`src/rtl/rr_arbiter_pkg.sv`:
```
// Shared arbitration constants: tie-break direction names and the index-width helper
// used by the arbiter, its priority encoders and the interface.
package rr_arbiter_pkg;

    localparam string LSB_HIGH = "HIGH";
    localparam string LSB_LOW  = "LOW";

    function automatic int clog2_w(input int n);
        return (n > 32'sd1) ? $clog2(n) : 32'sd1;
    endfunction

endpackage

```
`src/rtl/rr_arbiter_if.sv`:
```
// Request/grant bundle between requesters (master side) and the arbiter (slave side).
interface rr_arbiter_if
    import rr_arbiter_pkg::*;
#(
    parameter int PORTS = 4
);
    localparam int W_ENC = clog2_w(PORTS);

    logic [PORTS-1:0] request;
    logic [PORTS-1:0] acknowledge;
    logic [PORTS-1:0] grant;
    logic             grant_valid;
    logic [W_ENC-1:0] grant_encoded;

    modport master (
        output request,
        output acknowledge,
        input  grant,
        input  grant_valid,
        input  grant_encoded
    );

    modport slave (
        input  request,
        input  acknowledge,
        output grant,
        output grant_valid,
        output grant_encoded
    );

endinterface

```
`src/rtl/rr_arbiter_priority_encoder.sv`:
```
// Combinational priority encoder; LSB_PRIORITY selects whether the lowest or the
// highest set index wins.
module priority_encoder
    import rr_arbiter_pkg::*;
#(
    parameter int    WIDTH        = 4,
    parameter string LSB_PRIORITY = "HIGH"
) (
    input  logic [WIDTH-1:0]          input_unencoded_i,
    output logic                      output_valid_o,
    output logic [clog2_w(WIDTH)-1:0] output_encoded_o,
    output logic [WIDTH-1:0]          output_unencoded_o
);
    localparam int               W_ENC  = clog2_w(WIDTH);
    localparam bit               LSB_HI = (LSB_PRIORITY != LSB_LOW);
    localparam logic [WIDTH-1:0] ONE    = {{(WIDTH-1){1'b0}}, 1'b1};

    logic [W_ENC-1:0] enc_s;

    // Scan toward the winning end so the final hit overwrites earlier ones.
    always_comb begin
        enc_s = '0;
        if (LSB_HI) begin
            for (int i = WIDTH - 1; i >= 0; i--) begin
                enc_s = input_unencoded_i[i] ? W_ENC'(i) : enc_s;
            end
        end else begin
            for (int i = 0; i < WIDTH; i++) begin
                enc_s = input_unencoded_i[i] ? W_ENC'(i) : enc_s;
            end
        end
    end

    assign output_valid_o     = |input_unencoded_i;
    assign output_encoded_o   = enc_s;
    assign output_unencoded_o = output_valid_o ? (ONE << enc_s) : '0;

endmodule

```
`src/rtl/rr_arbiter.sv`:
```
// Registered N-way arbiter: fixed-priority or round-robin selection, with optional
// grant hold on request or until acknowledge.
module rr_arbiter
    import rr_arbiter_pkg::*;
#(
    parameter int    PORTS         = 4,
    parameter int    ARB_RR        = 1,
    parameter int    ARB_BLOCK     = 1,
    parameter int    ARB_BLOCK_ACK = 1,
    parameter string LSB_PRIORITY  = "HIGH"
) (
    input  logic        clk,
    input  logic        rst_n,
    rr_arbiter_if.slave arb
);
    localparam int               W_ENC    = clog2_w(PORTS);
    localparam bit               LSB_HI   = (LSB_PRIORITY == LSB_HIGH);
    localparam logic [PORTS-1:0] ALL_ONES = {PORTS{1'b1}};

    logic [PORTS-1:0] mask_q, mask_d;
    logic [PORTS-1:0] grant_q, grant_d;
    logic             valid_q, valid_d;
    logic [W_ENC-1:0] enc_q, enc_d;
    logic             hold_s;
    logic             u_valid_s, m_valid_s;
    logic [W_ENC-1:0] u_enc_s, m_enc_s;
    logic [PORTS-1:0] u_onehot_s, m_onehot_s, masked_req_s;

    assign masked_req_s = arb.request & mask_q;

    priority_encoder #(.WIDTH(PORTS), .LSB_PRIORITY(LSB_PRIORITY)) u_enc_unmasked (
        .input_unencoded_i  (arb.request),
        .output_valid_o     (u_valid_s),
        .output_encoded_o   (u_enc_s),
        .output_unencoded_o (u_onehot_s)
    );

    priority_encoder #(.WIDTH(PORTS), .LSB_PRIORITY(LSB_PRIORITY)) u_enc_masked (
        .input_unencoded_i  (masked_req_s),
        .output_valid_o     (m_valid_s),
        .output_encoded_o   (m_enc_s),
        .output_unencoded_o (m_onehot_s)
    );

    // Decide whether the current owner keeps the grant this cycle.
    always_comb begin
        if (ARB_BLOCK_ACK != 0) begin
            hold_s = valid_q && !(|(arb.acknowledge & grant_q));
        end else if (ARB_BLOCK != 0) begin
            hold_s = valid_q && (|(arb.request & grant_q));
        end else begin
            hold_s = 1'b0;
        end
    end

    // Next grant and rotation mask; the mask only moves when a fresh grant is issued.
    always_comb begin
        grant_d = grant_q;
        valid_d = valid_q;
        enc_d   = enc_q;
        if (hold_s) begin
            grant_d = grant_q;
        end else if ((ARB_RR != 0) && m_valid_s) begin
            grant_d = m_onehot_s;
            valid_d = 1'b1;
            enc_d   = m_enc_s;
        end else if (u_valid_s) begin
            grant_d = u_onehot_s;
            valid_d = 1'b1;
            enc_d   = u_enc_s;
        end else begin
            grant_d = '0;
            valid_d = 1'b0;
        end

        if (!hold_s && valid_d && (ARB_RR != 0)) begin
            mask_d = LSB_HI ? (ALL_ONES << (int'(enc_d) + 32'sd1))
                            : (ALL_ONES >> (PORTS - int'(enc_d)));
        end else begin
            mask_d = mask_q;
        end
    end

    // Single output register stage with synchronous active-low reset.
    always_ff @(posedge clk) begin
        if (!rst_n) begin
            grant_q <= '0;
            valid_q <= 1'b0;
            enc_q   <= '0;
            mask_q  <= ALL_ONES;
        end else begin
            grant_q <= grant_d;
            valid_q <= valid_d;
            enc_q   <= enc_d;
            mask_q  <= mask_d;
        end
    end

    assign arb.grant         = grant_q;
    assign arb.grant_valid   = valid_q;
    assign arb.grant_encoded = enc_q;

endmodule

```
`src/flat_wrapper.sv`:
```
// flat-port wrapper written by rule: the top's interface ports become plain ports
module rr_arbiter_flat import rr_arbiter_pkg::*;
#(
    parameter int    PORTS         = 4,
    parameter int    ARB_RR        = 1,
    parameter int    ARB_BLOCK     = 1,
    parameter int    ARB_BLOCK_ACK = 1,
    parameter string LSB_PRIORITY  = "    "
)
  (clk, rst_n, arb_request, arb_acknowledge, arb_grant, arb_grant_valid, arb_grant_encoded);
  rr_arbiter_if #(.PORTS(PORTS)) arb_i ();
  input  logic clk;
  input  logic rst_n;
  input wire logic [$bits(arb_i.request)-1:0] arb_request;
  input wire logic [$bits(arb_i.acknowledge)-1:0] arb_acknowledge;
  output wire logic [$bits(arb_i.grant)-1:0] arb_grant;
  output wire logic [$bits(arb_i.grant_valid)-1:0] arb_grant_valid;
  output wire logic [$bits(arb_i.grant_encoded)-1:0] arb_grant_encoded;
  assign arb_i.request = arb_request;
  assign arb_i.acknowledge = arb_acknowledge;
  assign arb_grant = arb_i.grant;
  assign arb_grant_valid = arb_i.grant_valid;
  assign arb_grant_encoded = arb_i.grant_encoded;
  rr_arbiter #(.PORTS(PORTS), .ARB_RR(ARB_RR), .ARB_BLOCK(ARB_BLOCK), .ARB_BLOCK_ACK(ARB_BLOCK_ACK), .LSB_PRIORITY(LSB_PRIORITY)) u_core (.clk(clk), .rst_n(rst_n), .arb(arb_i));
endmodule
```
`config.mk`:
```
export PLATFORM = sky130hd
export DESIGN_NAME = rr_arbiter_flat
export DESIGN_NICKNAME = d
export VERILOG_FILES = /design/src/rtl/rr_arbiter_pkg.sv /design/src/rtl/rr_arbiter_if.sv /design/src/rtl/rr_arbiter_priority_encoder.sv /design/src/rtl/rr_arbiter.sv /design/src/flat_wrapper.sv
export SDC_FILE = /design/constraint.sdc
export NUM_CORES = 1
export LEC_CHECK = 0
export ABC_AREA = 1
export CORE_UTILIZATION = 33
export CTS_CLUSTER_SIZE = 24
export DETAILED_ROUTE_END_ITERATION = 8
export REMOVE_ABC_BUFFERS = 1
export SLEW_MARGIN = 15
export SYNTH_ARGS = -nofsm -noshare
export SYNTH_HDL_FRONTEND = slang
export SYNTH_SLANG_ARGS = --single-unit
```
`constraint.sdc`:
```
create_clock -name clk -period 1.26 [get_ports clk]
set_input_delay 0.378 -clock clk [delete_from_list [all_inputs] [get_ports clk]]
set_output_delay 0.378 -clock clk [all_outputs]
set_load 0.1 [all_outputs]
```
==> impl_metrics.py, run 1 <==
metrics = {
    "outcome": {
        "status": "complete, no violations",
    },
    "sta": {
        "final.hold.worst_slack_ps": 489.9,
        "report.final.slew_viol_count": 0,
        "worst_slew_pin_slew_ps": 213.6,
        "setup_ws_ps": 39.57,
        "final_worst_path_period_share_pct": 96.86,
        "setup_viol": 0,
        "timing.fmax_mhz": 819.4,
        "clock-skew-final_ps": 3.124,
        "hold_viol": 0,
        "worst_case_headroom_to_the_max_slew_limit_pct": 85.76,
        "layout_min_cycle_time_ps": 1220,
    },
    "placement": {
        "place_worst_setup_slack_ps": -434.6,
        "dp_hpwl_um": 1256,
        "postPlaceCellArea_um2": 942.2,
        "numPlacedInstances": 137,
        "numPortBuffers": 16,
        "gp_congestion": 0.8017,
    },
    "final_layout": {
        "finish.cell_count_without_fillers": 137,
        "seq_area_um2": 227.7,
        "fillerInstances": 139,
        "antenna-diode-count": 0,
        "finish.instance_area_mm2": 0.001002,
        "layout.core_utilization_pct": 63.57,
        "share_of_final_layout_standard_cells_stronger_than_drive_strength_1_pct": 42.98,
        "area_overhead_vs_synth_pct": 70.79,
        "finalNetCount": 132,
        "multiInputGateArea_um2": 372.9,
    },
    "cts": {
        "worstSkewPairLatency_ps": 270,
        "ctsRootBufferMaster": "sky130_fd_sc_hd__clkbuf_4",
        "htreeDepth": 1,
        "clk_transition_reported_paths_ps": 70,
        "numClockSinks": 11,
        "post_cts.repair.setup_buffers": 0,
        "cts_buffers": 3,
        "tritoncts": "yes",
        "clock_path_buffers": 2,
    },
    "floorplanning": {
        "die_height_um": 44.17,
        "initial_utilization_pct": 37.22,
        "die_width_um": 44.17,
        "coreArea_mm2": 0.001577,
        "design.die.area_mm2": 0.001951,
        "top_level_ports": 17,
        "placement_rows": 14,
    },
    "yosys": {
        "synthMuxAreaShare_pct": 0,
        "synth.area.top_cells": "sky130_fd_sc_hd__dfxtp_1, sky130_fd_sc_hd__nand2_1, sky130_fd_sc_hd__a21oi_1",
        "synth_cells": 91,
        "yosys.cell_count.top_type": "sky130_fd_sc_hd__nand2_1",
        "post_synth_num_cell_types": 14,
        "synth_area_leader_cell": "sky130_fd_sc_hd__dfxtp_1",
        "synth-compound-area-share_pct": 15.57,
        "synth_xor_xnor_area_share_pct": 0,
        "synth-adder-area-share_pct": 0,
        "postSynthAreaPerCell_um2": 6.448,
        "ys_async_sr_fraction_pct": 0,
        "dominantRegCellSynth": "sky130_fd_sc_hd__dfxtp_1",
        "yosysWarnings": 0,
        "netlist.area_leader.share_pct": 37.53,
        "synth_seq_area_share_pct": 37.53,
        "cell_area_synth_um2": 586.8,
        "synth_seq_cells": 11,
        "synth_top_family_by_area": "simple AND/OR/NAND/NOR gates",
        "post_synth_most_frequent_cells": "sky130_fd_sc_hd__nand2_1, sky130_fd_sc_hd__dfxtp_1, sky130_fd_sc_hd__nor2_1, sky130_fd_sc_hd__a21oi_1, sky130_fd_sc_hd__inv_1",
        "synth-edff-count": 0,
        "synth_simple_gate_area_share_pct": 39.87,
    },
    "setup_path": {
        "worst_path_buf_inv": 1,
        "cpMaxStageDelayCell": "sky130_fd_sc_hd__dfxtp_1",
        "largest_fanout_of_any_net_on_the_critical_path": 2,
        "crit_required_ps": 880,
        "timing.critical_path.to_type": "output pin",
        "worstPathCellList": "buf_12",
        "critPathTopFamily": "flip-flops",
        "crit_path_start_kind": "flip-flop",
        "cp.arrival_ps": 840,
        "ws_path_type": "reg -> out",
        "regToRegStartpoint": "u_core.arb.grant[3]",
        "critical_path.max_stage_delay_ps": 380,
        "worst_setup_path_startpoint": "u_core.arb.grant_encoded[0]",
    },
    "detailed_routing": {
        "drt-pass1-iter-count": 4,
        "via_count": 672,
        "detail_route.wirelength.met1_um": 755,
        "dr_wl_met2_um": 748,
        "avgViaCountPerCell": 4.905,
        "detail_route.drc_violations": 0,
        "met3_wirelength_um": 70,
        "detail_route.wl_per_cell_um": 11.72,
        "detail_route.wirelength_um": 1606,
        "final_antenna_net_count": 0,
        "topRoutingLayerUsed": "met4",
        "drt_first_iter_violations": 21,
    },
    "run": {
        "max_cap_viol_count": 0,
    },
    "grt": {
        "globalRoute.totalOverflow": 0,
        "grt_pass1_vias": 651,
        "grt.total_usage_pct": 19.90,
        "grt_start_max_net_pins": 9,
        "grt_pass1_wl_um": 2829,
        "antenna_found_initial": 0,
    },
    "hold_path": {
        "path_category_of_the_worst_min_delay_check": "reg -> reg",
        "hold_path_startpoint": "u_core.mask_q[1]",
    },
    "power": {
        "cellLeakagePower_nw": 0.4847,
        "peakVddDrop_v": 0.0008931,
        "power.density_mw_per_mm2": 1503,
    },
}
[cell type report]
cell class	instances	share of cell area (%)
inverter	9	3.620
clock buffer	4	2.622
tap	16	1.998
timing repair buffer	27	31.84
sequential	11	22.72
multi-input combinational	70	37.20
[path summary, 6_finish.rpt]
path | endpoint | slack (ps) | cells past startpoint
setup / recovery | arb_grant_encoded[0] | 40 | 1
hold / removal | u_core.mask_q[1] | 490 | 2
setup reg to reg | u_core.arb.grant[0] | 100 | 7
hold reg to reg | u_core.mask_q[1] | 490 | 2
[where the power goes]
group          internal (mW)  leakage (nW)  switching, mW
Clock                  0.123        0.0150          0.122
Sequential             0.412        0.0934         0.0641
Combinational          0.299         0.376          0.486
[sequential cells by signal, summed over array words and instances (netlist names)]
signal / flops
u_core.arb.grant: 4
u_core.mask_q: 4
u_core.arb.grant_encoded: 2
u_core.arb.grant_valid: 1
[per-layer routing]
metal / track usage, % / up-vias
met4: 9.091 / 0
met5: 0 / -
met1: 24.94 / 301
li1: - / 355
met3: 5.306 / 5
met2: 31.76 / 11
[per-stage QoR]
stage                     setup TNS [ps]  total power [mW]
after floorplan                    -6063            0.8955
after global placement             -3870             1.222
after detailed placement           -4016             1.226
after CTS                         -2.419             1.507
after global routing              -3.589             1.592
final                                  0             1.506
[cell usage in the layout, fill, tap and decap left out, types with 3 or more instances in the layout]
cell type and n:
sky130_fd_sc_hd__nor2_2 4, sky130_fd_sc_hd__nand2_2 8, sky130_fd_sc_hd__nand2_1 24, sky130_fd_sc_hd__nor2_1 7, sky130_fd_sc_hd__nand3_1 5, sky130_fd_sc_hd__buf_4 9, sky130_fd_sc_hd__inv_2 3, sky130_fd_sc_hd__dlygate4sd2_1 5
sky130_fd_sc_hd__dfxtp_2 6, sky130_fd_sc_hd__a21oi_1 5, sky130_fd_sc_hd__a21oi_2 5, sky130_fd_sc_hd__nand2_4 3, sky130_fd_sc_hd__clkbuf_4 3, sky130_fd_sc_hd__inv_1 5, sky130_fd_sc_hd__dfxtp_1 5, sky130_fd_sc_hd__o21ai_1 4
sky130_fd_sc_hd__buf_12 7
[cell families (layout without fill, tap and decap cells)]
| group | Yosys count | in the layout |
|---|---|---|
| compound gates | 17 | 17 |
| flops | 11 | 11 |
| buf+inv | 10 | 40 |
| simple gates | 53 | 53 |
[timing repair]
action	4_1_cts	5_1_grt
hold buffers	0	0
resized for setup	29	13
pin swaps	7	6
setup endpoints to repair	16	10
Power figures use the tool's default switching activity.
==> inputs of run 2 (changes only) <==
--- a/config.mk
+++ b/config.mk
@@ -6,9 +6,11 @@
 export NUM_CORES = 1
 export LEC_CHECK = 0
 export ABC_AREA = 1
+export CORE_MARGIN = 2
 export CORE_UTILIZATION = 33
-export CTS_CLUSTER_SIZE = 24
+export CTS_CLUSTER_SIZE = 16
 export DETAILED_ROUTE_END_ITERATION = 8
+export GPL_ROUTABILITY_DRIVEN = 1
 export REMOVE_ABC_BUFFERS = 1
 export SLEW_MARGIN = 15
 export SYNTH_ARGS = -nofsm -noshare
==> run 2 against run 1 <==
Compared with the run above: core utilization down 4.8 points; critical path type unchanged; critical path depth increased by 1; largest power group unchanged; combinational power fell by 1%; final cell count increased by 8.0%; total power fell by 1.5%; die area is 9.3% higher; highest routed layer is now met3; worst hold slack lost 11 ps; first-iteration DRC count shrank 62%; clock skew up 5.2 ps; sequential cell count unchanged; global-route usage is 3.0 points lower.
==> impl_metrics.py, run 2 (synthesized netlist as in run 1, its figures left out) <==
metrics = {
    "setup_path": {
        "crit_required_ps": 880,
        "ws_path_type": "reg -> out",
        "largest_fanout_of_any_net_on_the_critical_path": 2,
        "crit_path_start_kind": "flip-flop",
        "timing.critical_path.to_type": "output pin",
        "cp.arrival_ps": 850,
    },
    "cts": {
        "clock_path_buffers": 2,
        "tritoncts": "yes",
        "worstSkewPairLatency_ps": 270,
        "numClockSinks": 11,
        "clk_transition_reported_paths_ps": 70,
        "post_cts.repair.setup_buffers": 0,
        "htreeDepth": 1,
        "cts_buffers": 3,
        "ctsRootBufferMaster": "sky130_fd_sc_hd__clkbuf_4",
    },
    "power": {
        "peakVddDrop_v": 0.001005,
        "power.switching_mw": 0.6489,
        "clock_power_share_pct": 16.0,
        "internal_power_mw": 0.8347,
        "power.density_mw_per_mm2": 1478,
        "power.share.combinational_pct": 52.3,
        "cellLeakagePower_nw": 0.4755,
        "seq_power_share_pct": 31.7,
        "netSwitchingFraction_pct": 43.74,
    },
    "detailed_routing": {
        "final_antenna_net_count": 0,
        "avgViaCountPerCell": 4.426,
        "drt_first_iter_violations": 8,
        "detail_route.drc_violations": 0,
        "detail_route.wl_per_cell_um": 10.51,
        "drt-pass1-iter-count": 3,
        "detail_route.wirelength_um": 1555,
        "via_count": 655,
    },
    "sta": {
        "worst_slew_pin_slew_ps": 204.0,
        "timing.fmax_mhz": 814.9,
        "worst_case_headroom_to_the_max_slew_limit_pct": 86.25,
        "clock-skew-final_ps": 8.315,
        "hold_viol": 0,
        "setup-tns-final_ps": 0,
        "final_worst_path_period_share_pct": 97.40,
        "rsz0062_at_grt": "yes",
        "setup_viol": 0,
        "report.final.slew_viol_count": 0,
        "layout_min_cycle_time_ps": 1227,
    },
    "final_layout": {
        "area_overhead_vs_synth_pct": 71.00,
        "finish.instance_area_mm2": 0.001003,
        "share_of_final_layout_standard_cells_stronger_than_drive_strength_1_pct": 41.46,
        "most-common-layout-cells": "sky130_fd_sc_hd__nand2_1, sky130_fd_sc_hd__nand2_2, sky130_fd_sc_hd__buf_4, sky130_fd_sc_hd__dlygate4sd2_1",
        "antenna-diode-count": 0,
        "mostFrequentLayoutCell": "sky130_fd_sc_hd__nand2_1",
        "fillerInstances": 165,
        "finalNetCount": 134,
    },
    "floorplanning": {
        "die_height_um": 46.17,
        "top_level_ports": 17,
        "die_width_um": 46.17,
        "coreArea_mm2": 0.001708,
        "initial_utilization_pct": 34.36,
        "design.die.area_mm2": 0.002132,
        "placement_rows": 15,
    },
    "outcome": {
        "status": "complete, no violations",
    },
    "placement": {
        "gp_congestion": 0.7525,
        "numPortBuffers": 16,
        "dp_hpwl_um": 1228,
        "postPlaceCellArea_um2": 968.4,
    },
    "grt": {
        "grt_pass1_vias": 599,
        "grt_start_max_net_pins": 8,
        "globalRoute.totalOverflow": 0,
        "grt_pass1_wl_um": 2490,
        "grt.total_usage_pct": 16.91,
        "antenna_found_initial": 0,
    },
    "hold_path": {
        "path_category_of_the_worst_min_delay_check": "reg -> reg",
    },
    "run": {
        "max_cap_viol_count": 0,
    },
}
[run 2: changes by cell type in the layout (fill, tap and decap cells not counted), sizes merged]
cell / delta
dlymetal6s2s: -2
clkdlybuf4s15: -1
dlygate4sd2: +3
buf: +2
[run 2: cell type report]
class	instances	area (µm²)	share of cell area (%)
clock buffer	4	26.28	2.618
inverter	9	33.78	3.367
multi-input combinational	70	355.3	35.41
sequential	11	227.7	22.69
tap	25	31.28	3.117
timing repair buffer	29	329.1	32.79
[run 2: metrics by stage]
step	cells	total power, mW	hold WS [ps]	util [%]	worst slack (ps)
floorplan	90	0.8955	433.3	-	-648.1
global placement	148	1.236	464.4	56.70	-393.1
detailed placement	148	1.235	459.9	56.70	-412.0
CTS	150	1.513	476.7	59.85	1.770
global route	148	1.572	511.1	58.75	-1.895
finish	148	1.484	478.5	58.75	32.80
[run 2: worst max-delay path, cell delays in order, from the launching register on]
cell	delay, ps
sky130_fd_sc_hd__dfxtp_2	330
sky130_fd_sc_hd__buf_6	90
sky130_fd_sc_hd__buf_12	160
[run 2: power groups by stage]
stage	Combinational [mW]	Clock, mW	Sequential (mW)
floorplan	0.201	0	0.694
global placement	0.783	0	0.453
detailed placement	0.784	0	0.451
CTS	0.805	0.248	0.460
global route	0.825	0.271	0.475
finish	0.776	0.238	0.470
[run 2: path summary, 6_finish.rpt]
check	start	cells after the start	slack, ps	endpoint
min reg2reg	u_core.mask_q[2]	2	480	u_core.mask_q[2]
max reg2reg	u_core.arb.grant[3]	8	140	u_core.mask_q[1]
min	u_core.mask_q[2]	2	480	u_core.mask_q[2]
max	u_core.arb.grant_valid	2	30	arb_grant_valid
[run 2: layer usage]
layer / vias to the layer above / share of wire [%] / track usage (%)
met4: 0 / 0 / 5.143
li1: 356 / - / -
met1: 292 / 51 / 23.17
met2: 7 / 46 / 23.61
met5: - / 0 / 0
met3: 0 / 3.5 / 7.451
[run 2: what timing repair did]
item                                    4_1_cts  5_1_grt
resized for setup                            35        1
endpoints found under the setup margin       16        3
pin swaps                                     8        0
hold buffers                                  0        0
cloned                                        0        0
==> inputs of run 3 (changes only) <==
--- a/config.mk
+++ b/config.mk
@@ -8,6 +8,7 @@
 export ABC_AREA = 1
 export CORE_MARGIN = 2
 export CORE_UTILIZATION = 33
+export CTS_BUF_LIST = sky130_fd_sc_hd__clkbuf_8 sky130_fd_sc_hd__clkbuf_16
 export CTS_CLUSTER_SIZE = 16
 export DETAILED_ROUTE_END_ITERATION = 8
 export GPL_ROUTABILITY_DRIVEN = 1
==> run 3 against run 2 <==
Compared with the run above: setup slack improved by 1.4 ps; register-to-register slack is essentially flat; combinational power up 8.6%; core utilization grew 3.7 points; sequential power fell by 4.5%; sequential share of layout area down 1.7 points; non-clock buffer count up 7; first-iteration DRC count increased by 63%; count of clock-buffer cells in the layout decreased by 1; critical path depth stayed put.
==> impl_metrics.py, run 3 (synthesized netlist as in run 1, its figures left out) <==
metrics = {
    "floorplanning": {
        "die_height_um": 46.17,
        "top_level_ports": 17,
        "die_width_um": 46.17,
        "initial_utilization_pct": 34.36,
        "design.die.area_mm2": 0.002132,
        "coreArea_mm2": 0.001708,
        "placement_rows": 15,
    },
    "cts": {
        "numClockSinks": 11,
        "tritoncts": "yes",
        "clk_transition_reported_paths_ps": 50,
        "worstSkewPairLatency_ps": 240,
        "clock_path_buffers": 2,
        "ctsRootBufferMaster": "sky130_fd_sc_hd__clkbuf_8",
        "cts_buffers": 3,
        "htreeDepth": 1,
        "ctsHoldBuffers": 0,
    },
    "grt": {
        "grt_pass1_vias": 627,
        "grt_pass1_wl_um": 2573,
        "grt.total_usage_pct": 17.39,
        "grt_start_max_net_pins": 8,
        "globalRoute.totalOverflow": 0,
        "antenna_found_initial": 0,
    },
    "setup_path": {
        "ff2ff_path_depth": 5,
        "r2r_setup_slack_ps": 150,
        "ws_path_type": "reg -> out",
        "setup.worst_path.end": "arb_grant[2]",
        "cpMaxStageDelayCell": "sky130_fd_sc_hd__dfxtp_2",
        "worstPathCellList": "buf_4 -> buf_12",
        "cp.arrival_ps": 850,
        "critical_path.max_stage_delay_ps": 310,
        "terminus_of_the_critical_flop_to_flop_path": "u_core.arb.grant[0]",
        "worst_setup_path_startpoint": "u_core.arb.grant[2]",
        "regToRegStartpoint": "u_core.mask_q[2]",
        "crit_required_ps": 880,
        "largest_fanout_of_any_net_on_the_critical_path": 2,
        "timing.critical_path.to_type": "output pin",
        "crit_path_start_kind": "flip-flop",
    },
    "placement": {
        "place_worst_setup_slack_ps": -412.0,
        "numPortBuffers": 16,
        "dp_hpwl_um": 1228,
        "gp_congestion": 0.7525,
    },
    "sta": {
        "setup_viol": 0,
        "final.hold.worst_slack_ps": 477.5,
        "clock-skew-final_ps": 7.103,
        "report.final.slew_viol_count": 0,
        "layout_min_cycle_time_ps": 1226,
        "worst_slew_pin_slew_ps": 261.0,
        "timing.fmax_mhz": 815.8,
        "rsz0062_at_grt": "yes",
        "final_worst_path_period_share_pct": 97.29,
        "hold_viol": 0,
        "worst_case_headroom_to_the_max_slew_limit_pct": 82.41,
        "setup_ws_ps": 34.18,
    },
    "detailed_routing": {
        "detail_route.wirelength_um": 1585,
        "avgViaCountPerCell": 4.413,
        "detail_route.wl_per_cell_um": 10.23,
        "final_antenna_net_count": 0,
        "via_count": 684,
        "detail_route.drc_violations": 0,
        "drt_first_iter_violations": 13,
        "drt-pass1-iter-count": 4,
    },
    "power": {
        "power.density_mw_per_mm2": 1533,
        "peakVddDrop_v": 0.001241,
        "cellLeakagePower_nw": 0.5213,
    },
    "final_layout": {
        "layout.core_utilization_pct": 62.49,
        "share_of_final_layout_standard_cells_stronger_than_drive_strength_1_pct": 41.54,
        "area_overhead_vs_synth_pct": 81.88,
        "mostFrequentLayoutCell": "sky130_fd_sc_hd__nand2_1",
        "most-common-layout-cells": "sky130_fd_sc_hd__nand2_1, sky130_fd_sc_hd__buf_4, sky130_fd_sc_hd__nand2_2",
        "antenna-diode-count": 0,
        "finalNetCount": 141,
    },
    "outcome": {
        "status": "complete, no violations",
    },
    "run": {
        "max_cap_viol_count": 0,
    },
    "hold_path": {
        "path_category_of_the_worst_min_delay_check": "reg -> reg",
    },
}
## run 3: cell count changes in the layout (fill, tap and decap cells not counted), sizes merged
| cell | change |
|---|---|
| buf | +7 |
| clkbuf | -1 |
| inv | +1 |
## run 3: timing repair
| action | 4_1_cts | 5_1_grt |
|---|---|---|
| buffers inserted | 2 | 1 |
| pin swaps | 12 | 1 |
| resized for setup | 26 | 3 |
| endpoints found under the setup margin | 11 | 6 |
## run 3: worst min-delay path by stage
| stage | from | end | slack (ps) | cells after the start |
|---|---|---|---|---|
| floorplan | u_core.mask_q[2] | u_core.mask_q[2] | 430 | 2 |
| CTS | u_core.mask_q[2] | u_core.mask_q[2] | 470 | 2 |
| finish | u_core.mask_q[3] | u_core.mask_q[3] | 480 | 2 |
| global route | u_core.mask_q[1] | u_core.mask_q[1] | 500 | 2 |
| detailed placement | u_core.mask_q[2] | u_core.mask_q[2] | 460 | 2 |
| global placement | u_core.mask_q[2] | u_core.mask_q[2] | 460 | 2 |
## run 3: per-layer routing
layer | track usage [%] | share of wire [%] | wire, µm
met4 | 5.143 | 0.50 | 8
met3 | 7.451 | 4.9 | 77
met5 | 0 | 0 | 0
met1 | 23.40 | 48 | 766
met2 | 25.00 | 46 | 732
## run 3: worst max-delay path, delay by kind of cell (launching register included)
family,cells,cell delay (ps)
buffers and inverters,2,290
DFF,1,310
## run 3: stage by stage
stage	TNS (ps)	cells	power [mW]	cell area, µm²
floorplan	-6063	90	0.8955	579.3
global placement	-3767	148	1.236	968.4
detailed placement	-3859	148	1.235	968.4
CTS	0	154	1.636	1056
global route	-8.601	155	1.724	1067
finish	0	155	1.637	1067
## run 3: area by class of cell
| cell class | count | area [µm²] |
|---|---|---|
| clock buffer | 3 | 41.29 |
| clock inverter | 1 | 3.754 |
| fill | 146 | 640.6 |
| inverter | 9 | 33.78 |
| multi-input combinational | 70 | 355.3 |
| sequential | 11 | 224.0 |
| tap | 25 | 31.28 |
| timing repair buffer | 36 | 377.9 |
## run 3: power breakdown
group	internal, mW	switching, mW	total (mW)
Clock	0.214	0.130	0.344
Combinational	0.341	0.502	0.843
Sequential	0.409	0.0400	0.449
Total	0.964	0.672	1.64
